File: config.mk
export PLATFORM = sky130hd
export DESIGN_NAME = stg_ma
export DESIGN_NICKNAME = d
export VERILOG_FILES = /design/src/rtl/stg_ma_pkg.sv /design/src/rtl/stg_ma_agu.sv /design/src/rtl/stg_ma.sv
export SDC_FILE = /design/constraint.sdc
export NUM_CORES = 1
export LEC_CHECK = 0
export CAP_MARGIN = 5
export CORE_AREA = 2 2 193 195
export CTS_CLUSTER_DIAMETER = 120
export DETAILED_ROUTE_END_ITERATION = 8
export DIE_AREA = 0 0 195 197
export HOLD_SLACK_MARGIN = 0.08
export MAX_ROUTING_LAYER = met4
export PLACE_DENSITY = 0.52
export SETUP_SLACK_MARGIN = 0.1
export SLEW_MARGIN = 20
export SYNTH_ARGS = -nofsm -noshare
export SYNTH_HDL_FRONTEND = slang
export SYNTH_HIERARCHICAL = 1
export SYNTH_SLANG_ARGS = --single-unit
File: constraint.sdc
create_clock -name iw_clk -period 5.2 [get_ports iw_clk]
set_input_delay 0.78 -clock iw_clk [delete_from_list [all_inputs] [get_ports iw_clk]]
set_output_delay 0.78 -clock iw_clk [all_outputs]
set_load 0.01 [all_outputs]
File: src/rtl/stg_ma_pkg.sv
// stg_ma_pkg: widths, opcodes, state encoding and opcode class helpers for the memory-address stage
package stg_ma_pkg;
  localparam int SIZE_ADDR = 48;
  localparam int SIZE_DATA = 24;
  localparam int SIZE_OPC  = 8;
  localparam int SIZE_GP   = 4;
  localparam int SIZE_SR   = 2;
  localparam int SIZE_AR   = 2;
  localparam int HBIT_ADDR = SIZE_ADDR - 1;
  localparam int HBIT_DATA = SIZE_DATA - 1;
  localparam int HBIT_OPC  = SIZE_OPC - 1;
  localparam int HBIT_GP   = SIZE_GP - 1;
  localparam int HBIT_SR   = SIZE_SR - 1;
  localparam int HBIT_AR   = SIZE_AR - 1;
  localparam logic [HBIT_OPC:0] MA_BUBBLE  = 8'h00;
  localparam logic [HBIT_OPC:0] OPC_ADD    = 8'h01;
  localparam logic [HBIT_OPC:0] OPC_SUB    = 8'h02;
  localparam logic [HBIT_OPC:0] OPC_LDUR   = 8'h10;
  localparam logic [HBIT_OPC:0] OPC_LDSO   = 8'h11;
  localparam logic [HBIT_OPC:0] OPC_SRLDSO = 8'h12;
  localparam logic [HBIT_OPC:0] OPC_STUR   = 8'h18;
  localparam logic [HBIT_OPC:0] OPC_STSO   = 8'h19;
  localparam logic [HBIT_OPC:0] OPC_STUI   = 8'h1A;
  localparam logic [HBIT_OPC:0] OPC_STSI   = 8'h1B;
  localparam logic [HBIT_OPC:0] OPC_SRSTSO = 8'h1C;
  typedef enum logic {MA_RUN = 1'b0, MA_WAIT = 1'b1} ma_state_t;
  function automatic logic is_mem_op(input logic [HBIT_OPC:0] opc);
    return opc inside {OPC_LDUR, OPC_LDSO, OPC_SRLDSO, OPC_STUR, OPC_STSO, OPC_STUI, OPC_STSI, OPC_SRSTSO};
  endfunction
  function automatic logic is_so_op(input logic [HBIT_OPC:0] opc);
    return opc inside {OPC_LDSO, OPC_SRLDSO, OPC_STSO, OPC_SRSTSO};
  endfunction
  function automatic logic is_st_imm(input logic [HBIT_OPC:0] opc);
    return opc inside {OPC_STUI, OPC_STSI};
  endfunction
endpackage

File: src/rtl/stg_ma_agu.sv
// stg_ma_agu: combinational effective-address and memory-port generator
module stg_ma_agu
  import stg_ma_pkg::*;
#(
  parameter int MP_SEL_BIT = 47
) (
  input  logic [HBIT_OPC:0]  i_opc,
  input  logic [HBIT_ADDR:0] i_ar,
  input  logic [HBIT_DATA:0] i_imm,
  output logic [HBIT_ADDR:0] o_ea,
  output logic               o_mp,
  output logic               o_is_mem
);
  logic [HBIT_ADDR:0] w_off;
  assign w_off    = {{(SIZE_ADDR - SIZE_DATA){i_imm[HBIT_DATA]}}, i_imm};
  assign o_ea     = is_so_op(i_opc) ? i_ar + w_off : i_ar;
  assign o_mp     = o_ea[MP_SEL_BIT];
  assign o_is_mem = is_mem_op(i_opc);
endmodule

File: src/rtl/stg_ma.sv
// stg_ma: memory-address pipeline stage; issues the port request, stalls on a busy port, latches context for stg_mo
module stg_ma
  import stg_ma_pkg::*;
#(
  parameter int MP_SEL_BIT = 47
) (
  input  logic               iw_clk,
  input  logic               iw_rst,
  input  logic               iw_flush,
  input  logic [HBIT_ADDR:0] iw_pc,
  input  logic [HBIT_DATA:0] iw_instr,
  input  logic [HBIT_OPC:0]  iw_opc,
  input  logic [HBIT_GP:0]   iw_tgt_gp,
  input  logic               iw_tgt_gp_we,
  input  logic [HBIT_SR:0]   iw_tgt_sr,
  input  logic               iw_tgt_sr_we,
  input  logic [HBIT_AR:0]   iw_tgt_ar,
  input  logic               iw_tgt_ar_we,
  input  logic [HBIT_ADDR:0] iw_ar_val,
  input  logic [HBIT_DATA:0] iw_imm,
  input  logic [HBIT_DATA:0] iw_result,
  input  logic [HBIT_ADDR:0] iw_ar_result,
  input  logic               iw_mem_rdy   [0:1],
  output logic [HBIT_ADDR:0] ow_pc,
  output logic [HBIT_DATA:0] ow_instr,
  output logic [HBIT_OPC:0]  ow_opc,
  output logic [HBIT_GP:0]   ow_tgt_gp,
  output logic               ow_tgt_gp_we,
  output logic [HBIT_SR:0]   ow_tgt_sr,
  output logic               ow_tgt_sr_we,
  output logic [HBIT_AR:0]   ow_tgt_ar,
  output logic               ow_tgt_ar_we,
  output logic [HBIT_DATA:0] ow_result,
  output logic [HBIT_ADDR:0] ow_ar_result,
  output logic               ow_mem_req   [0:1],
  output logic [HBIT_ADDR:0] ow_mem_addr  [0:1],
  output logic               ow_mem_mp,
  output logic               ow_stall
);
  ma_state_t          r_state;
  logic [HBIT_ADDR:0] w_ea;
  logic               w_mp;
  logic               w_is_mem;
  logic               w_live;
  logic               w_rdy;
  logic               w_req;
  logic               w_take;
  stg_ma_agu #(.MP_SEL_BIT(MP_SEL_BIT)) u_agu (
    .i_opc    (iw_opc),
    .i_ar     (iw_ar_val),
    .i_imm    (iw_imm),
    .o_ea     (w_ea),
    .o_mp     (w_mp),
    .o_is_mem (w_is_mem)
  );
  // In WAIT upstream holds its outputs, so the same request is re-driven each cycle
  always_comb begin
    w_live         = !iw_rst && !iw_flush;
    w_rdy          = iw_mem_rdy[w_mp];
    w_req          = w_live && w_is_mem;
    ow_stall       = w_live && !w_rdy && (r_state == MA_WAIT || w_is_mem);
    w_take         = w_live && !ow_stall;
    ow_mem_req[0]  = w_req && !w_mp;
    ow_mem_req[1]  = w_req && w_mp;
    ow_mem_addr[0] = ow_mem_req[0] ? w_ea : '0;
    ow_mem_addr[1] = ow_mem_req[1] ? w_ea : '0;
  end
  // Reset, flush and stall all latch a bubble; only a stall leaves the stage waiting
  always_ff @(posedge iw_clk) begin
    r_state      <= ow_stall ? MA_WAIT : MA_RUN;
    ow_pc        <= w_take ? iw_pc : '0;
    ow_instr     <= w_take ? iw_instr : '0;
    ow_opc       <= w_take ? iw_opc : MA_BUBBLE;
    ow_tgt_gp    <= w_take ? iw_tgt_gp : '0;
    ow_tgt_gp_we <= w_take && iw_tgt_gp_we;
    ow_tgt_sr    <= w_take ? iw_tgt_sr : '0;
    ow_tgt_sr_we <= w_take && iw_tgt_sr_we;
    ow_tgt_ar    <= w_take ? iw_tgt_ar : '0;
    ow_tgt_ar_we <= w_take && iw_tgt_ar_we;
    ow_result    <= !w_take ? '0 : is_st_imm(iw_opc) ? iw_imm : iw_result;
    ow_ar_result <= w_take ? iw_ar_result : '0;
    ow_mem_mp    <= w_take && w_is_mem && w_mp;
  end
endmodule

==> results.tsv, run 1 <==
metric	value	unit
ys.flop_type	dfxtp_1	
cts_inserted_buffers	17	
cts_tree	yes	
vias	9735	
dpl.hpwl	35.8	mm
grt_setup_unrepaired	false	
synthToLayoutAreaGrowth	87.2	%
finalClockSkew	0.0118	ns
clock_sinks	165	
final_nets	1978	
postRouteAntennaNets	0	
hold_class	reg -> reg	
worst_setup_path_start_kind	input port	
slew_headroom	56.1	%
grt_pass1_wl	62.9	mm
power_density	224	mW/mm2
clockBufferDepth	2	
syn_inst	1038	
tns	0	ns
drtIter0Drc	417	
detail_route.first_pass.iterations	5	
worstMarginPinSlew	0.659	ns
period_needed	4.96	ns
ys_seq_area_share	37.9	%
place_congestion	0.943	
cp_max_fo	5	
die_x	195	um
synth-edff-count	0	
insertion_delay	0.44	ns
yosysWarnings	6	
portBuffers	502	
cap_viol_max_count	0	
fin_crit_sh	95.4	%
postCtsHoldBufs	0	
postLayoutCoreUtil	45.0	%
drc	0	
critPathKind	in -> out	
rows	70	
status	finished, final reports clean	
drv_slew	0	
cts_max_level	4	
synth_nets	1326	
post_route_cells_drive_above_1_share	19.3	%
root_buffer	clkbuf_16	
leakagePower	7.26	nW
setup_viol	0	
die_h	197	um
arrival	4.18	ns
grt_usage	22.5	%
yosys_register_bits	165	
synth_area_per_cell	8.39	um2
ir_drop	0.171	mV
fmax	0.202	GHz
synth_cell_types	64	
required	4.42	ns
hold_violations	0	
overflow	0	
pin_count	503	
finalPower	3.65	mW
wl_per_cell	20.0	um
synthArstFlopShare	0	%
final_common_cell	clkdlybuf4s50_1	
via_per_inst	4.47	
die_area	0.0384	mm2
start_util	24.0	%
grt_pass1_vias	9775	
crit_path_end_kind	output port	
wirelength	43.6	mm
final_cell_mix	clkdlybuf4s50_1, and2_1, buf_4	
netlist_area	0.00871	mm2
grt_max_degree	62	
core-area	0.0363	mm2
clk_pin_slew	0.07	ns
grt_antenna_before_repair	9	
## what timing repair did
action | in CTS | in global routing
gates resized for setup | 212 | 97
pin swaps | 21 | 27
cloned | 2 | 2
buffers inserted | 10 | 5
endpoints found under the setup margin | 99 | 99
## final timing paths
kind | startpoint | end | slack (ns) | depth (start not counted)
max | iw_ar_val[8] | ow_mem_addr[8] | 0.24 | 16
min | r_state | r_state | 0.60 | 2
max reg2reg | r_state | ow_ar_result[47] | 3.68 | 5
min reg2reg | r_state | r_state | 0.60 | 2
## final cells by class
cell class / instances / area (um2)
Timing Repair Buffer: 697 / 6400
Clock inverter: 15 / 196
Clock buffer: 17 / 425
Multi-Input combinational cell: 791 / 5320
Antenna cell: 6 / 15.0
Sequential cell: 165 / 3300
Fill cell: 3613 / 20000
Inverter: 18 / 67.6
Tap cell: 468 / 586
## where the power goes
group | switching, mW | total [mW] | leakage, nW | internal, mW
Sequential | 0.0142 | 1.33 | 1.35 | 1.31
Clock | 0.660 | 1.32 | 0.300 | 0.664
Combinational | 0.445 | 0.998 | 5.60 | 0.554
Total | 1.12 | 3.65 | 7.26 | 2.53
## sequential cells by signal, summed over array words and instances, names as in the netlist
name	count
ow_ar_result	48
ow_tgt_gp	4
ow_tgt_gp_we	1
ow_tgt_ar	2
ow_mem_mp	1
ow_pc	48
r_state	1
ow_tgt_sr_we	1
ow_tgt_ar_we	1
ow_result	24
ow_tgt_sr	2
ow_opc	8
ow_instr	24
## synthesized netlist by cell type, types with 8 or more instances
| master | n | share of area, % |
|---|---|---|
| nand2_1 | 85 | 3.7 |
| o21ai_1 | 37 | 2.1 |
| and2_1 | 236 | 17 |
| o21ai_0 | 49 | 2.8 |
| clkbuf_1 | 35 | 1.5 |
| nand3_1 | 35 | 2.0 |
| inv_1 | 18 | 0.78 |
| ha_1 | 47 | 6.8 |
| nor2_1 | 38 | 1.6 |
| buf_2 | 21 | 1.2 |
| and3_1 | 8 | 0.57 |
| a21oi_1 | 77 | 4.4 |
| o21a_1 | 8 | 0.69 |
| xnor2_1 | 17 | 1.7 |
| dfxtp_1 | 165 | 38 |
| nand4_1 | 12 | 0.86 |
| xor2_1 | 22 | 2.2 |
| a21o_1 | 28 | 2.4 |
## through the flow
| step | worst slack [ns] | hold WS (ns) | cell area (um2) | std cells |
|---|---|---|---|---|
| 4_1_cts | -0.0291 | 0.596 | 16200 | 2163 |
| 3_5_place_dp | -0.570 | 0.581 | 15400 | 2119 |
| 5_1_grt | 0.0929 | 0.671 | 16300 | 2177 |
| 6_report | 0.239 | 0.599 | 16300 | 2177 |
| 3_3_place_gp | -0.386 | 0.574 | 15400 | 2119 |
| 2_1_floorplan | 0.781 | 0.632 | 8710 | 1038 |
## kinds of logic after synthesis
group	Yosys count	share of synthesized area, %
multiplexers	4	0.474
AND/OR/NAND/NOR	444	28.3
adder cells (fa/ha/maj)	48	6.98
buffers and inverters	82	4.08
flip-flops	165	37.9
XOR/XNOR	39	3.92
AO/OA/AOI/OAI	256	18.4
## critical path, cell delays in order
cell and delay [ns]:
clkdlybuf4s50_1 0.44, ha_2 0.20, a21o_1 0.19, a31o_1 0.22, a21oi_4 0.19, o221ai_4 0.14, a31oi_4 0.22, o211ai_2 0.14
a31o_1 0.26, a211oi_2 0.24, xnor2_2 0.21, and3_4 0.29, buf_4 0.13, buf_4 0.12, and2_1 0.12, dlygate4sd2_1 0.27
## layer usage
| metal | GRT usage [%] | routed length [um] | vias to the layer above |
|---|---|---|---|
| met2 | 41.7 | 23200 | 335 |
| met4 | 4.75 | 663 | 0 |
| met1 | 24.6 | 17000 | 4514 |
| met5 | - | 0 | - |
| met3 | 5.17 | 2720 | 31 |
| li1 | - | - | 4855 |
Note: power is estimated with default switching activity, not from simulation.
==> run 2: changes to the inputs <==
--- a/config.mk
+++ b/config.mk
@@ -10,7 +10,7 @@
 export CTS_CLUSTER_DIAMETER = 120
 export DETAILED_ROUTE_END_ITERATION = 8
 export DIE_AREA = 0 0 195 197
-export HOLD_SLACK_MARGIN = 0.08
+export HOLD_SLACK_MARGIN = 0.03
 export MAX_ROUTING_LAYER = met4
 export PLACE_DENSITY = 0.52
 export SETUP_SLACK_MARGIN = 0.1
==> constraint.sdc (replaced) <==
create_clock -name iw_clk -period 5.37 [get_ports iw_clk]
set_input_delay 0.8055 -clock iw_clk [delete_from_list [all_inputs] [get_ports iw_clk]]
set_output_delay 0.8055 -clock iw_clk [all_outputs]
set_load 0.01 [all_outputs]
==> results.tsv, run 2 (synthesis results as in run 1) <==
metric	value	unit	change
finalClockSkew	0.0151	ns	+0.00335 ns
overflow	0		unchanged
place_congestion	0.923		-2.1%
synthToLayoutAreaGrowth	82.8	%	
post_route_cells_drive_above_1_share	16.6	%	-2.7 points
vias	9550		-1.9%
clockBufferDepth	2		unchanged
top_regs	ow_ar_result (48), ow_pc (48)		
grt_pass1_wl	61.9	mm	-1.6%
grt_setup_unrepaired	true		
postCtsHoldBufs	0		unchanged
postRouteAntennaNets	0		unchanged
critical_path.cell_chain	clkdlybuf4s50_1, ha_1, a21o_1, a31o_1, a21oi_2, o221ai_4, a31oi_4, o211ai_4, a31o_1, a211oi_2, xnor2_2, nor4b_4, buf_4, buf_12, and2_1, dlygate4sd2_1		
dpl-instance-area	0.0152	mm2	-1.5%
worst_setup_path_start_kind	input port		
crit_path_frequent_cell	a31o_1		
power_density	218	mW/mm2	-2.6%
whs	0.606	ns	+0.00675 ns
die_h	197	um	unchanged
pin_count	503		unchanged
fmax	0.192	GHz	
die_area	0.0384	mm2	unchanged
hold_class	reg -> reg		
whs_path_depth	2		unchanged
ir_drop	0.144	mV	-16%
grt_max_degree	61		-1.6%
arrival	4.41	ns	+0.23 ns
cts_max_level	4		unchanged
cp_max_fo	27		+22
cts_inserted_buffers	17		unchanged
cap_viol_max_count	0		unchanged
via_per_inst	4.45		-0.58%
wl_per_cell	20.1	um	+0.30%
grt_pass1_vias	9666		-1.1%
final_common_cell	clkdlybuf4s50_1		
cts_tree	yes		
path_delay_family	compound AO/OA/AOI/OAI gates		
dpl.hpwl	35.9	mm	+0.33%
crit_buf_inv	4		unchanged
critPathKind	in -> out		
grt_antenna_before_repair	10		+1
insertion_delay	0.44	ns	about the same
clock_sinks	165		unchanged
final_nets	1946		-1.6%
worstMarginPinSlew	0.635	ns	-0.0247 ns
drv_slew	0		unchanged
wirelength	43.1	mm	-1.0%
portBuffers	502		unchanged
root_buffer	clkbuf_16		
worstRegToRegCells	5		unchanged
slowest_delay	0.52	ns	+0.08 ns
clk_pin_slew	0.08	ns	about the same
hold_violations	0		unchanged
die_x	195	um	unchanged
rows	70		unchanged
status	finished, final reports clean		
period_needed	5.22	ns	
core-area	0.0363	mm2	unchanged
final_area	0.0159	mm2	-2.3%
drc	0		unchanged
grt_usage	22.5	%	-0.047 points
slew_headroom	57.3	%	+1.2 points
fill_cells	3706		+2.6%
crit_slowest_cell	clkdlybuf4s50_1		
start_util	24.0	%	unchanged
drtIter0Drc	416		-0.24%
setup_viol	0		unchanged
required	4.56	ns	+0.14 ns
path_depth	16		unchanged
crit_path_end_kind	output port		
leakagePower	6.94	nW	-4.4%
fin_crit_sh	97.2	%	
detail_route.first_pass.iterations	7		+2
final_cell_mix	clkdlybuf4s50_1, and2_1, dfxtp_1		
[run 2: changes by cell type in the layout (fill, tap and decap cells not counted), sizes merged]
cell,delta
inv,-2
clkdlybuf4s50,+12
buf,-59
clkdlybuf4s15,+9
dlymetal6s2s,-12
clkinvlp,+2
dlygate4sd2,-1
diode,+3
clkbuf,+19
[run 2: timing repair]
action	4_1_cts	5_1_grt
setup buffers	9	6
endpoints found under the setup margin	99	99
gates cloned	2	0
resized for setup	122	127
hold endpoints to repair	0	0
pin swaps	12	11
[run 2: path summary, 6_finish.rpt]
check	start	endpoint	slack (ns)
setup / recovery	iw_imm[9]	ow_mem_addr[84]	0.15
hold / removal	r_state	r_state	0.61
setup reg to reg	r_state	ow_tgt_sr[1]	3.78
hold reg to reg	r_state	r_state	0.61
[run 2: metrics by stage]
stage          instances  power, mW  utilization (%)  TNS, ns  setup WS (ns)
3_5_place_dp        2089       2.22             42.0   -30.70         -0.443
4_1_cts             2132       3.51             43.9        0          0.128
6_report            2148       3.47             43.9        0          0.152
2_1_floorplan       1038       1.69                -        0          0.900
3_3_place_gp        2089       2.22             42.0   -18.73         -0.325
5_1_grt             2148       3.63             43.9        0         0.0299
[run 2: metal layers]
layer | track usage (%) | vias to the layer above | share of wire [%]
li1 | - | 4803 | -
met1 | 24.0 | 4408 | 40
met2 | 40.6 | 313 | 53
met3 | 6.50 | 26 | 6.4
met4 | 6.11 | 0 | 0.98
met5 | - | - | 0
[run 2: area by class of cell]
cell class / count / area [um2] / share of cell area (%)
antenna: 9 / 22.5 / 0.141
timing repair buffer: 665 / 6110 / 38.4
sequential: 165 / 3300 / 20.7
tap: 468 / 586 / 3.68
multi-input combinational: 791 / 5230 / 32.8
clock inverter: 15 / 184 / 1.15
clock buffer: 17 / 425 / 2.67
inverter: 18 / 67.6 / 0.424
[run 2: worst register-to-register path, cell delays in order, from the launching register on]
cell,delay (ns)
dfxtp_1,0.30
o2bb2ai_1,0.19
buf_4,0.15
o21a_4,0.43
buf_12,0.27
and2_1,0.17
[run 2: report_power, final]
part	total [mW]	switching (mW)	internal [mW]
Clock	1.25	0.621	0.631
Sequential	1.29	0.0132	1.27
Combinational	0.933	0.422	0.512
==> patch (flow settings as in run 2) <==
Set the package constant `SIZE_SR` to 4 (it was 2).
--- a/src/rtl/stg_ma_pkg.sv
+++ b/src/rtl/stg_ma_pkg.sv
@@ -4,7 +4,7 @@
   localparam int SIZE_DATA = 24;
   localparam int SIZE_OPC  = 8;
   localparam int SIZE_GP   = 4;
-  localparam int SIZE_SR   = 2;
+  localparam int SIZE_SR   = 4;
   localparam int SIZE_AR   = 2;
   localparam int HBIT_ADDR = SIZE_ADDR - 1;
   localparam int HBIT_DATA = SIZE_DATA - 1;
Interface: changed (resized iw_tgt_sr and ow_tgt_sr); port bits go from 503 to 507. The function was not compared with the original's and may differ.
==> patch against run 2 <==
Synthesized area grew 0.56%; via count increased by 1.3%; final area increased by 2.8%; worst setup slack worse by 2.4 ps; routed wire length barely moved; first-iteration DRC count grew 6.7%; critical path depth up 2; largest cell class unchanged; register-to-register slack improved by 110 ps; sequential cell count rose by 2; total power increased by 1.8%; largest power group unchanged.
==> patch: results <==
metrics = {
    "outcome": {
        "outcome": "finished, final reports clean",
    },
    "placement": {
        "io_buffers": 506,
        "routabilityCongestion": 0.883,
        "pre_cts_slack_ps": -317,
    },
    "drt": {
        "viasPerCell": 4.46,
        "drt_iter0_markers": 444,
        "drt-total-wl_microns": 43100,
    },
    "sta": {
        "fin_crit_ps": 5220,
        "timing.hold.ws_ps": 617,
        "clock_skew_ps": 15.2,
        "maxSlewHeadroom_pct": 53.9,
    },
    "layout": {
        "comb.multi_input.count": 793,
        "multi_input_area_sq_um": 5350,
        "drive_gt1_share_pct": 16.6,
        "clockBufferCount": 19,
        "buffers_excl_clock": 681,
        "nFillCells": 3616,
        "clock_area_share_pct": 3.68,
        "nets": 1968,
    },
    "synthesis": {
        "synthAdderAreaFrac_pct": 6.94,
        "synthMuxAreaShare_pct": 0.471,
        "syn_avg_cell_area_sq_um": 8.41,
        "synthTopCellsByCount": "238 x and2_1, 167 x dfxtp_1, 85 x nand2_1",
        "synth.net_count": 1332,
        "synth_xor_area_share_pct": 3.90,
        "synth_compound_gate_area_share_pct": 18.3,
    },
    "power_and_ir_drop": {
        "p_clk_share_pct": 35.9,
        "ir_drop_uv": 199,
        "p_leak_nw": 7.21,
        "power.internal_w": 0.00253,
        "p_sw_share_pct": 28.4,
    },
    "worst_setup_path": {
        "worst-r2r-setup-slack_ps": 3890,
        "slowest_delay_ps": 450,
        "crit_fanout": 12,
    },
    "global_routing": {
        "grt_max_degree": 55,
        "grt_util_all_layers_pct": 22.0,
        "grt_pass1_vias": 9603,
        "grt_pass1_wl_microns": 61000,
        "antenna_found_initial": 13,
        "grt_use_met1_pct": 26.1,
    },
    "clocking": {
        "cts.sink_count": 167,
    },
}
## patch: timing repair
| action | in CTS | in global routing |
|---|---|---|
| buffers inserted | 11 | 5 |
| cloned | 3 | 3 |
| hold endpoints to repair | 0 | 0 |
| pin swaps | 17 | 15 |
| gates resized for setup | 167 | 73 |
| setup endpoints to repair | 99 | 94 |
## patch: path summary, 6_finish.rpt
path,start,end,cells after the start
worst max register to register,r_state$_DFF_P_,ow_pc[29]$_SDFF_PP0_,5
worst max-delay path,iw_imm[10],ow_mem_addr[95],18
worst min-delay path,r_state$_DFF_P_,r_state$_DFF_P_,2
worst min register to register,r_state$_DFF_P_,r_state$_DFF_P_,2
## patch: worst max-delay path, delay by kind of cell
family | cells | cell delay (ps)
adder cells (fa/ha/maj) | 1 | 360
XOR/XNOR | 1 | 120
AND/OR/NAND/NOR | 5 | 720
buffers and inverters | 6 | 1360
AO/OA/AOI/OAI | 5 | 1030
